`src/rtl/mips_pkg.sv`:
```
// Shared defaults and next-PC select encoding for the MIPS fetch-stage PC unit.
package mips_pkg;

  localparam int                DEF_ADDR_W     = 16;
  localparam int                DEF_INST_BYTES = 2;
  localparam logic [15:0]       DEF_RESET_PC   = 16'h0000;
  localparam int                DEF_RAS_DEPTH  = 4;

  typedef enum logic [1:0] {
    SEL_SEQ = 2'd0,
    SEL_BR  = 2'd1,
    SEL_JMP = 2'd2,
    SEL_RET = 2'd3
  } pc_sel_e;

endpackage

```
`src/rtl/pc_ras.sv`:
```
// Return-address stack: circular LIFO with top pointer and occupancy count.
// A push into a full stack overwrites the oldest entry; a pop from empty changes nothing.
module pc_ras
  import mips_pkg::*;
#(
  parameter int ADDR_W = DEF_ADDR_W,
  parameter int DEPTH  = DEF_RAS_DEPTH
) (
  input  logic              clk,
  input  logic              rst,
  input  logic              push,
  input  logic              pop,
  input  logic [ADDR_W-1:0] push_data,
  output logic [ADDR_W-1:0] top_data,
  output logic              empty,
  output logic              full,
  output logic              overflow,
  output logic              underflow
);

  localparam int PTR_W = $clog2(DEPTH);

  logic [ADDR_W-1:0] mem_q [DEPTH];
  logic [PTR_W-1:0]  ptr_q, ptr_d;
  logic [PTR_W:0]    cnt_q, cnt_d;
  logic              do_push_s, do_pop_s;

  assign empty     = (cnt_q == (PTR_W+1)'(0));
  assign full      = (cnt_q == (PTR_W+1)'(DEPTH));
  assign top_data  = mem_q[ptr_q];
  assign do_push_s = push & ~pop;
  assign do_pop_s  = pop & ~push;
  assign overflow  = do_push_s & full;
  assign underflow = do_pop_s & empty;

  always_comb begin
    ptr_d = ptr_q;
    cnt_d = cnt_q;
    if (do_push_s) begin
      ptr_d = ptr_q + PTR_W'(1);
      if (full) begin
        cnt_d = cnt_q;
      end else begin
        cnt_d = cnt_q + (PTR_W+1)'(1);
      end
    end else if (do_pop_s && !empty) begin
      ptr_d = ptr_q - PTR_W'(1);
      cnt_d = cnt_q - (PTR_W+1)'(1);
    end else begin
      ptr_d = ptr_q;
      cnt_d = cnt_q;
    end
  end

  always_ff @(posedge clk) begin
    if (rst) begin
      ptr_q <= PTR_W'(0);
      cnt_q <= (PTR_W+1)'(0);
      for (int i = 0; i < DEPTH; i++) begin
        mem_q[i] <= ADDR_W'(0);
      end
    end else begin
      ptr_q <= ptr_d;
      cnt_q <= cnt_d;
      if (do_push_s) begin
        mem_q[ptr_d] <= push_data;
      end
    end
  end

endmodule

```
`src/rtl/pc_unit.sv`:
```
// Fetch-stage program counter: stall, branch/jump redirect and call/return via a RAS.
// Priority without stall is ret > call > jump > branch > sequential; err is sticky until rst.
module pc_unit
  import mips_pkg::*;
#(
  parameter int                ADDR_W     = DEF_ADDR_W,
  parameter int                INST_BYTES = DEF_INST_BYTES,
  parameter logic [ADDR_W-1:0] RESET_PC   = ADDR_W'(DEF_RESET_PC),
  parameter int                RAS_DEPTH  = DEF_RAS_DEPTH
) (
  input  logic              clk,
  input  logic              rst,
  input  logic              stall,
  input  logic              branch_taken,
  input  logic [ADDR_W-1:0] branch_target,
  input  logic              jump,
  input  logic              call,
  input  logic              ret,
  input  logic [ADDR_W-1:0] jump_target,
  output logic [ADDR_W-1:0] pc,
  output logic [ADDR_W-1:0] pc_next_seq,
  output logic              ras_empty,
  output logic              ras_full,
  output logic              err
);

  localparam logic [ADDR_W-1:0] ALIGN_MASK = ~(ADDR_W'(INST_BYTES) - ADDR_W'(1));

  logic [ADDR_W-1:0] pc_q, pc_d;
  logic              err_q, err_d;
  pc_sel_e           sel_s;
  logic              push_s, pop_s, collide_s;
  logic [ADDR_W-1:0] ras_top_s;
  logic              ras_ovf_s, ras_udf_s;

  assign pc_next_seq = pc_q + ADDR_W'(INST_BYTES);
  assign pc          = pc_q;
  assign err         = err_q;
  assign collide_s   = ret & call;

  // Stall freezes the stack, so push/pop only reach it when the PC advances.
  always_comb begin
    sel_s  = SEL_SEQ;
    push_s = 1'b0;
    pop_s  = 1'b0;
    if (ret) begin
      pop_s = ~stall;
      if (ras_empty) begin
        sel_s = SEL_SEQ;
      end else begin
        sel_s = SEL_RET;
      end
    end else if (call) begin
      sel_s  = SEL_JMP;
      push_s = ~stall;
    end else if (jump) begin
      sel_s = SEL_JMP;
    end else if (branch_taken) begin
      sel_s = SEL_BR;
    end else begin
      sel_s = SEL_SEQ;
    end
  end

  always_comb begin
    pc_d = pc_next_seq;
    case (sel_s)
      SEL_SEQ: pc_d = pc_next_seq;
      SEL_BR:  pc_d = branch_target & ALIGN_MASK;
      SEL_JMP: pc_d = jump_target & ALIGN_MASK;
      SEL_RET: pc_d = ras_top_s & ALIGN_MASK;
      default: pc_d = pc_next_seq;
    endcase
    err_d = err_q | ras_ovf_s | ras_udf_s | collide_s;
  end

  always_ff @(posedge clk) begin
    if (rst) begin
      pc_q  <= RESET_PC;
      err_q <= 1'b0;
    end else if (!stall) begin
      pc_q  <= pc_d;
      err_q <= err_d;
    end else begin
      pc_q  <= pc_q;
      err_q <= err_q;
    end
  end

  pc_ras #(
    .ADDR_W (ADDR_W),
    .DEPTH  (RAS_DEPTH)
  ) u_ras (
    .clk       (clk),
    .rst       (rst),
    .push      (push_s),
    .pop       (pop_s),
    .push_data (pc_next_seq),
    .top_data  (ras_top_s),
    .empty     (ras_empty),
    .full      (ras_full),
    .overflow  (ras_ovf_s),
    .underflow (ras_udf_s)
  );

endmodule
```
`config.mk`:
```
export PLATFORM = sky130hd
export DESIGN_NAME = pc_unit
export DESIGN_NICKNAME = d
export VERILOG_FILES = /design/src/rtl/mips_pkg.sv /design/src/rtl/pc_ras.sv /design/src/rtl/pc_unit.sv
export SDC_FILE = /design/constraint.sdc
export NUM_CORES = 1
export LEC_CHECK = 0
export ABC_CLOCK_PERIOD_IN_PS = 4800
export BUFFER_PORTS_ARGS = -buffer_cell sky130_fd_sc_hd__buf_2
export CORE_MARGIN = 3
export CORE_UTILIZATION = 30
export DETAILED_ROUTE_END_ITERATION = 12
export PLACE_DENSITY_LB_ADDON = 0.1
export SYNTH_ARGS = -nofsm -noshare
export SYNTH_HDL_FRONTEND = slang
export SYNTH_SLANG_ARGS = --single-unit
export TNS_END_PERCENT = 1
```
`constraint.sdc`:
```
create_clock -name clk -period 4.8 [get_ports clk]
set_input_delay 0.96 -clock clk [delete_from_list [all_inputs] [get_ports clk]]
set_output_delay 0.96 -clock clk [all_outputs]
set_load 0.01 [all_outputs]
```
==> results of run 1 <==
[where the power goes]
group	leakage (nW)	total (mW)	switching, mW	internal [mW]
Clock	0.133	0.682	0.278	0.405
Combinational	0.994	0.316	0.187	0.128
Sequential	0.794	0.830	0.0395	0.790
[cells by family (layout without fill, tap and decap cells)]
family | after synthesis | after routing
AO/OA/AOI/OAI | 66 | 66
XOR/XNOR | 19 | 19
adder cells (fa/ha/maj) | 2 | 2
buffers and inverters | 53 | 118
flip-flops | 81 | 81
multiplexers | 17 | 17
other | 1 | 2
AND/OR/NAND/NOR | 139 | 139
[sequential cells by signal (all words and copies together), names as in the netlist]
name	count
u_ras.mem_q	60
u_ras.ptr_q	2
u_ras.cnt_q	3
pc	15
err	1
[cell type report]
type | count | area share [%]
timing repair buffer | 78 | 8.26
clock inverter | 4 | 1.08
sequential | 81 | 44.4
inverter | 24 | 1.80
multi-input combinational | 245 | 35.3
tap | 176 | 4.40
clock buffer | 12 | 4.73
[placed cells by master (no fill, tap or decap), types with 10 or more instances in the layout]
| master | Yosys | routed |
|---|---|---|
| buf_2 | 8 | 69 |
| nor2_1 | 68 | 68 |
| edfxtp_1 | 60 | 60 |
| inv_1 | 24 | 24 |
| dfxtp_1 | 21 | 21 |
| mux4_2 | 15 | 15 |
| a21oi_1 | 14 | 14 |
| nand2_1 | 13 | 13 |
| nor3_1 | 11 | 11 |
| xnor2_1 | 11 | 11 |
| a221oi_1 | 11 | 11 |
| nor2_2 | 10 | 10 |
[per-layer routing]
layer	vias to the layer above	track usage [%]
li1	1489	-
met1	1518	22.4
met2	75	23.9
met3	2	4.31
met4	0	3.44
met5	-	0
[how the worst min path moves through the flow]
stage                     start  endpoint  slack [ns]  depth (start not counted)
after floorplan             err       err        0.47                          2
after detailed placement    err       err        0.44                          2
after global routing        err       err        0.48                          2
after global placement      err       err        0.43                          2
after CTS                   err       err        0.45                          2
final                       err       err        0.45                          2
[worst max-delay path, stage by stage, from the launching register on]
cell and delay, ns:
dfxtp_1 0.52, ha_1 0.31, and3_1 0.33, and3_1 0.24
nand3_1 0.15, xnor2_1 0.62, inv_1 0.09, buf_2 0.16
==> impl_summary.log, run 1 <==
INFO  metric met1_length = 6.07 mm
INFO  metric ys_ff_latch = 81
INFO  metric clkSlewWorstSetupHoldPaths = about 0.060 ns
INFO  metric syn-instance-count = 378
INFO  metric tritoncts = done
INFO  metric dp_worst_setup_slack = 1.29 ns
INFO  metric synth_edf_count = 60
INFO  metric postCtsSetupBuffers = 0
INFO  metric end_kind = output pin
INFO  metric async_reset_ff_share = 0%
INFO  metric effective_utilization_at_floorplan = about a third
INFO  metric synth_flop_cell = edfxtp_1
INFO  metric fraction_of_the_mapped_netlist_area_in_compound_gates = 11.6%
INFO  metric fillCellCount = 1,402
INFO  metric timing.reg2reg.worst_path_depth = 7
INFO  metric tightest_slew = 0.757 ns
INFO  metric hold_class = reg -> reg
INFO  metric final_max_slew_viol_count = 0
INFO  metric drv.max_cap_violation_count = 0
INFO  metric first_iter_violations = 200
INFO  metric final.period_utilization = 77.6%
INFO  metric synth_area_in_simple_gates = 16.4%
INFO  metric postcts_resize_cnt = 0
INFO  metric yosys.cell_count.top_type = nor2_1
INFO  metric utilization = ~37%
INFO  metric chipHeight = 125 um
INFO  metric dr_wl_met2 = 5.37 mm
INFO  metric detail_route.wl_per_cell = 19.4 um
INFO  metric synth_xor_area_share = 4.26%
INFO  metric root_buffer = clkbuf_16
INFO  metric powerDensity = 366 nW/um2
INFO  metric critical_path.max_fanout = 10
INFO  metric detailed_place.area = 4710 um2
INFO  metric irDropWorstVdd = 161 uV
INFO  metric cts_max_path_buffers = 2
INFO  metric placeableCoreArea = 13,600 um2
INFO  metric p_leak = 1.92 nW
INFO  metric design_area = 5000 um2
INFO  metric drtAntennaViolNets = 0
INFO  metric maxClockFrequency = 0.268 GHz
INFO  metric finish.net_count = 480
INFO  metric critical_path_source_type = flip-flop
INFO  metric hold_violations = 0
INFO  metric dp_hpwl = 8.52 mm
INFO  metric crit_type = reg -> out
INFO  metric yosys-top-cells-area = edfxtp_1 (42%), dfxtp_1 (9.9%), mux4_2 (7.9%), nor2_1 (6.0%), a221oi_1 (2.3%)
INFO  metric syn_area = roughly 4300 um2
INFO  metric boundaryPins = 74
INFO  metric drc = 0
INFO  metric final.setup_skew = between 0.006 and 0.007 ns
INFO  metric worst_slew_margin_rel = about 49%
INFO  metric synth.largest_area_cell = edfxtp_1
INFO  metric total_number_of_h_tree_levels = 3
INFO  metric postLayoutSetupSlackWorst = 1.07 ns
INFO  metric vias_in_the_first_global_route = 3,151
INFO  metric floorplan.die_area = between 15,000 and 20,000 um2
INFO  metric endpoint_required_time_on_the_critical_path = 3.84 ns
INFO  metric synth_cell_types = 61
INFO  metric routed.top_layer = met4
INFO  metric main_combinational_cell_family_by_area_after_synthesis = simple AND/OR/NAND/NOR gates
INFO  metric holdBufCountCts = 0
INFO  metric critical_path_destination = pc_next_seq[13]
INFO  metric met3_wirelength = 561 um
INFO  metric status = completed
INFO  metric synth_top_cell_area_share = 42.3%
INFO  metric grt_pass1_wl = 18.8 mm
INFO  metric grt_max_degree = 28
INFO  metric drive_above_1_share = 29.1%
INFO  metric vias_per_cell = roughly 5
INFO  metric placementRows = 42
INFO  metric numCtsBuffers = 9
INFO  metric timing.final.crit_period = 3.73 ns
INFO  metric arrival_time_of_the_worst_setup_path = 2.77 ns
INFO  metric grt_setup_unrepaired = no
INFO  metric yosysSeqAreaShare = 52.2%
INFO  metric grtUsageTotal = 15.7%
INFO  metric setup_tns_after_final_layout = 0 ns
INFO  metric placer_congestion = 0.820
INFO  metric worst_r2r_endpoint = u_ras.mem_q[2][4]
INFO  metric synthAdderAreaFrac = 0.587%
INFO  metric total_power = 1.83 mW
INFO  metric grt_antenna_before_repair = 0
INFO  metric grt_remaining_overflow = 0
INFO  metric multi_input_area = 1760 um2
INFO  metric finalNonFillerCells = 620
INFO  metric crit_path_start = pc[1]
INFO  metric antenna_diode_instance_count = 0
INFO  metric fp.dieW = around 130 um
INFO  metric worst_skew_late_latency = 0.34 ns
INFO  metric post-place-cells = 604
INFO  metric seqCellArea = 2220 um2
INFO  metric clock_sinks = 81
INFO  metric r2r_slack = 2.20 ns
INFO  metric wirelength = 12.0 mm
INFO  metric port-buffer-count = 69
INFO  metric synth_common_cells = nor2_1 (68), edfxtp_1 (60), inv_1 (24)
INFO  metric finalSetupViolCount = 0
INFO  metric num_vias = 3,084
INFO  metric synth_mux_area_share = 8.43%
INFO  metric worstReg2RegStart = u_ras.cnt_q[1]
INFO  metric synth.avg_cell_area = between 10 and 15 um2
INFO  metric dr.pass1.iters = 5
INFO  metric hold-worst-slack = 0.450 ns
INFO  metric syn_to_final_growth = 17.4%
INFO  metric synthesis.yosys.warnings = 0
No activity file was read; power rests on OpenSTA's default activity.
==> inputs of run 2 (changes only) <==
--- a/config.mk
+++ b/config.mk
@@ -5,7 +5,8 @@
 export SDC_FILE = /design/constraint.sdc
 export NUM_CORES = 1
 export LEC_CHECK = 0
-export ABC_CLOCK_PERIOD_IN_PS = 4800
+export ABC_AREA = 1
+export ABC_CLOCK_PERIOD_IN_PS = 3270
 export BUFFER_PORTS_ARGS = -buffer_cell sky130_fd_sc_hd__buf_2
 export CORE_MARGIN = 3
 export CORE_UTILIZATION = 30
==> constraint.sdc (replaced) <==
create_clock -name clk -period 3.27 [get_ports clk]
set_input_delay 0.654 -clock clk [delete_from_list [all_inputs] [get_ports clk]]
set_output_delay 0.654 -clock clk [all_outputs]
set_load 0.01 [all_outputs]
==> impl_summary.log, run 2 <==
INFO  metric layout.cells.most_common = nand2_1
INFO  metric status = completed
INFO  metric numCtsBuffers = 9 (unchanged)
INFO  metric hold_class = reg -> reg
INFO  metric floorplan.die_area = 16,000 um2 (+2.4%)
INFO  metric synth_flop_cell = edfxtp_1
INFO  metric drtAntennaViolNets = 0 (unchanged)
INFO  metric clkSlewWorstSetupHoldPaths = 0.07 ns (about the same)
INFO  metric effective_utilization_at_floorplan = 31.1% (-0.31 points)
INFO  metric async_reset_ff_share = 0% (unchanged)
INFO  metric synth_edf_count = 60 (unchanged)
INFO  metric port-buffer-count = 69 (unchanged)
INFO  metric dp_hpwl = 9.24 mm (+8.5%)
INFO  metric boundaryPins = 74 (unchanged)
INFO  metric synth_top_cell_area_share = 41.2% (-1.1 points)
INFO  metric crit_path_top_delay_cell = dfxtp_1
INFO  metric grtUsageTotal = 16.6% (+0.90 points)
INFO  metric power.share.switching = 29.7% (+2.1 points)
INFO  metric tightest_slew = 0.771 ns (+0.0148 ns)
INFO  metric drv.max_cap_violation_count = 0 (unchanged)
INFO  metric worst_slew_margin_rel = 48.5% (-0.69 points)
INFO  metric worst_skew_late_latency = 0.35 ns (about the same)
INFO  metric vias_per_cell = 4.66 (-6.3%)
INFO  metric cts_max_path_buffers = 2 (unchanged)
INFO  metric grt_remaining_overflow = 0 (unchanged)
INFO  metric synth.largest_area_cell = edfxtp_1
INFO  metric placeableCoreArea = 14,000 um2 (+3.6%)
INFO  metric clock_sinks = 81 (unchanged)
INFO  metric syn_to_final_growth = 18.8%
INFO  metric syn_area = 4370 um2 (+2.6%)
INFO  metric postcts_resize_cnt = 0 (unchanged)
INFO  metric placementRows = 43 (+2.4%)
INFO  metric final_max_slew_viol_count = 0 (unchanged)
INFO  metric drc = 0 (unchanged)
INFO  metric critPathTopFamily = simple AND/OR/NAND/NOR gates
INFO  metric end_kind = output pin
INFO  metric grt_antenna_before_repair = 0 (unchanged)
INFO  metric maxClockFrequency = 0.357 GHz
INFO  metric powerDensity = 524 nW/um2 (+43%)
INFO  metric final.period_utilization = 85.6%
INFO  metric most-common-layout-cells = nand2_1 (139), nor2_1 (106), buf_2 (69)
INFO  metric fp.dieW = 127 um (+1.2%)
INFO  metric hold_violations = 0 (unchanged)
INFO  metric num_vias = 3,721 (+21%)
INFO  metric yosys.cell_count.top_type = nand2_1
INFO  metric critical_path_buf_inv_count = 2 (unchanged)
INFO  metric delay_of_the_slowest_critical_path_stage = 0.57 ns (-0.05 ns)
INFO  metric grt_pass1_wl = 20.2 mm (+7.9%)
INFO  metric internal_power = 1.91 mW (+44%)
INFO  metric number_of_flip_flops_in_the_largest_register = 60 (unchanged)
INFO  metric antenna_diode_instance_count = 0 (unchanged)
INFO  metric holdBufCountCts = 0 (unchanged)
INFO  metric endpoint_required_time_on_the_critical_path = 2.62 ns (-1.22 ns)
INFO  metric grt_setup_unrepaired = no
INFO  metric comb_power_share = 16.3% (-1.0 points)
INFO  metric synthesis.yosys.warnings = 0 (unchanged)
INFO  metric arrival_time_of_the_worst_setup_path = 2.15 ns (-0.62 ns)
INFO  metric most_frequent_cell_on_the_critical_path = nand2_1
INFO  metric finalNonFillerCells = 798 (+29%)
INFO  metric crit_type = reg -> out
INFO  metric first_iter_violations = 238 (+19%)
INFO  metric fillCellCount = 1,502 (+7.1%)
INFO  metric total_power = 2.72 mW (+49%)
INFO  metric p_leak = 2.24 nW (+17%)
INFO  metric drive_above_1_share = 20.2% (-8.8 points)
INFO  metric timing.final.crit_period = 2.80 ns
INFO  metric tritoncts = done
INFO  metric synth_cell_types = 33 (-46%)
INFO  metric post-place-cells = 782 (+29%)
INFO  metric critical_path.cell_chain = ha_1, nand3_2, nor2_4, nand3_1, nand2_1, nand2_1, inv_1, buf_2
INFO  metric largest-register = u_ras.mem_q
INFO  metric clkPwrFrac = 39.0% (+1.7 points)
INFO  metric setup_tns_after_final_layout = 0 ns (unchanged)
INFO  metric grt_max_degree = 31 (+11%)
INFO  metric critical_path_source_type = flip-flop
INFO  metric postCtsSetupBuffers = 0 (unchanged)
INFO  metric p_seq_share = 44.8% (-0.6 points)
INFO  metric yosys-top-cells-area = edfxtp_1 (41%), nand2_1 (12%), dfxtp_1 (9.6%), nor2_1 (9.1%), nand3_1 (6.8%)
INFO  metric finalSetupViolCount = 0 (unchanged)
INFO  metric wirelength = 13.1 mm (+8.7%)
INFO  metric total_number_of_h_tree_levels = 3 (unchanged)
INFO  metric detail_route.wl_per_cell = 16.4 um (-16%)
INFO  metric synth_common_cells = nand2_1 (139), nor2_1 (106), edfxtp_1 (60)
INFO  metric synth.avg_cell_area = 8.00 um2 (-29%)
INFO  metric root_buffer = clkbuf_16
INFO  metric irDropWorstVdd = 335 uV (+110%)
INFO  metric ys_ff_latch = 81 (unchanged)
INFO  metric finish.net_count = 654 (+36%)
INFO  metric chipHeight = 127 um (+1.2%)
INFO  metric yosysSeqAreaShare = 50.9% (-1.3 points)
INFO  metric critical_path.max_fanout = 10 (unchanged)
INFO  metric vias_in_the_first_global_route = 3,599 (+14%)
INFO  metric total_switching_power = 809 uW (+60%)
INFO  metric final.setup_skew = 0.00738 ns (+0.00113 ns)
INFO  metric placer_congestion = 0.909 (+11%)
INFO  metric dr.pass1.iters = 4 (-1)
INFO  metric syn-instance-count = 546 (+44%)
run 2: cell count changes after synthesis, sizes merged, moves of 8 or more:
cell,previous run,this run
a221oi,11,0
inv,24,50
mux4,15,0
nand2,13,145
nand3,5,63
nor2,78,111
nor3,11,3
o21ai,9,33
xnor2,13,4
run 2: cell type report:
cell class                      instances  area (um2)  area share [%]
Clock buffer                            9         225            4.34
Clock inverter                          7        81.3            1.57
Inverter                               50         190            3.66
Multi-Input combinational cell        391        1820            35.0
Sequential cell                        81        2220            42.8
Tap cell                              180         225            4.34
Timing Repair Buffer                   80         428            8.24
run 2: worst paths after layout:
path | depth (start not counted) | to | slack, ns | startpoint
setup / recovery | 8 | pc_next_seq[11] | 0.47 | pc[1]
hold / removal | 2 | err | 0.44 | err
setup reg to reg | 4 | u_ras.mem_q[1][14] | 0.84 | u_ras.ptr_q[0]
hold reg to reg | 2 | err | 0.44 | err
run 2: cells by family (layout without fill, tap and decap cells):
logic type	count (synthesis)	in the layout	synth area share [%]
other	1	2	0.0858
DFF	81	81	50.9
xor gates and xnor gates	7	7	1.92
adders and majority gates	2	2	0.573
and+or+nand+nor	333	333	33.1
buffers and inverters	75	146	7.59
AOI/OAI and AO/OA	47	47	5.87
run 2: power groups by stage:
stage	combinational, mW	clock, mW	sequential (mW)
floorplan	0.292	0	1.22
global placement	0.448	0	1.24
detailed placement	0.451	0	1.24
CTS	0.453	1.09	1.22
global route	0.503	1.14	1.23
finish	0.443	1.06	1.22
run 2: worst register-to-register path: stages (launching register included):
cell and delay [ns]:
dfxtp_1 0.82, inv_1 0.47, nand2_2 0.45, nand2_1 0.20, buf_4 0.25
run 2: per-layer routing:
layer	share of wire (%)	GRT usage, %	vias to the layer above
li1	-	-	1903
met5	0	0	-
met3	5.0	4.08	8
met1	47	23.5	1734
met2	47	25.7	76
met4	1.1	3.97	0
run 2: stage by stage:
step	setup slack, ns	utilization [%]	hold WS [ns]	instance area, um2
after floorplan	1.19	-	0.468	4370
after global placement	0.817	34.8	0.442	4880
after detailed placement	0.824	34.8	0.439	4880
after CTS	0.442	37.0	0.449	5190
after global routing	0.271	37.0	0.469	5190
final	0.469	37.0	0.445	5190
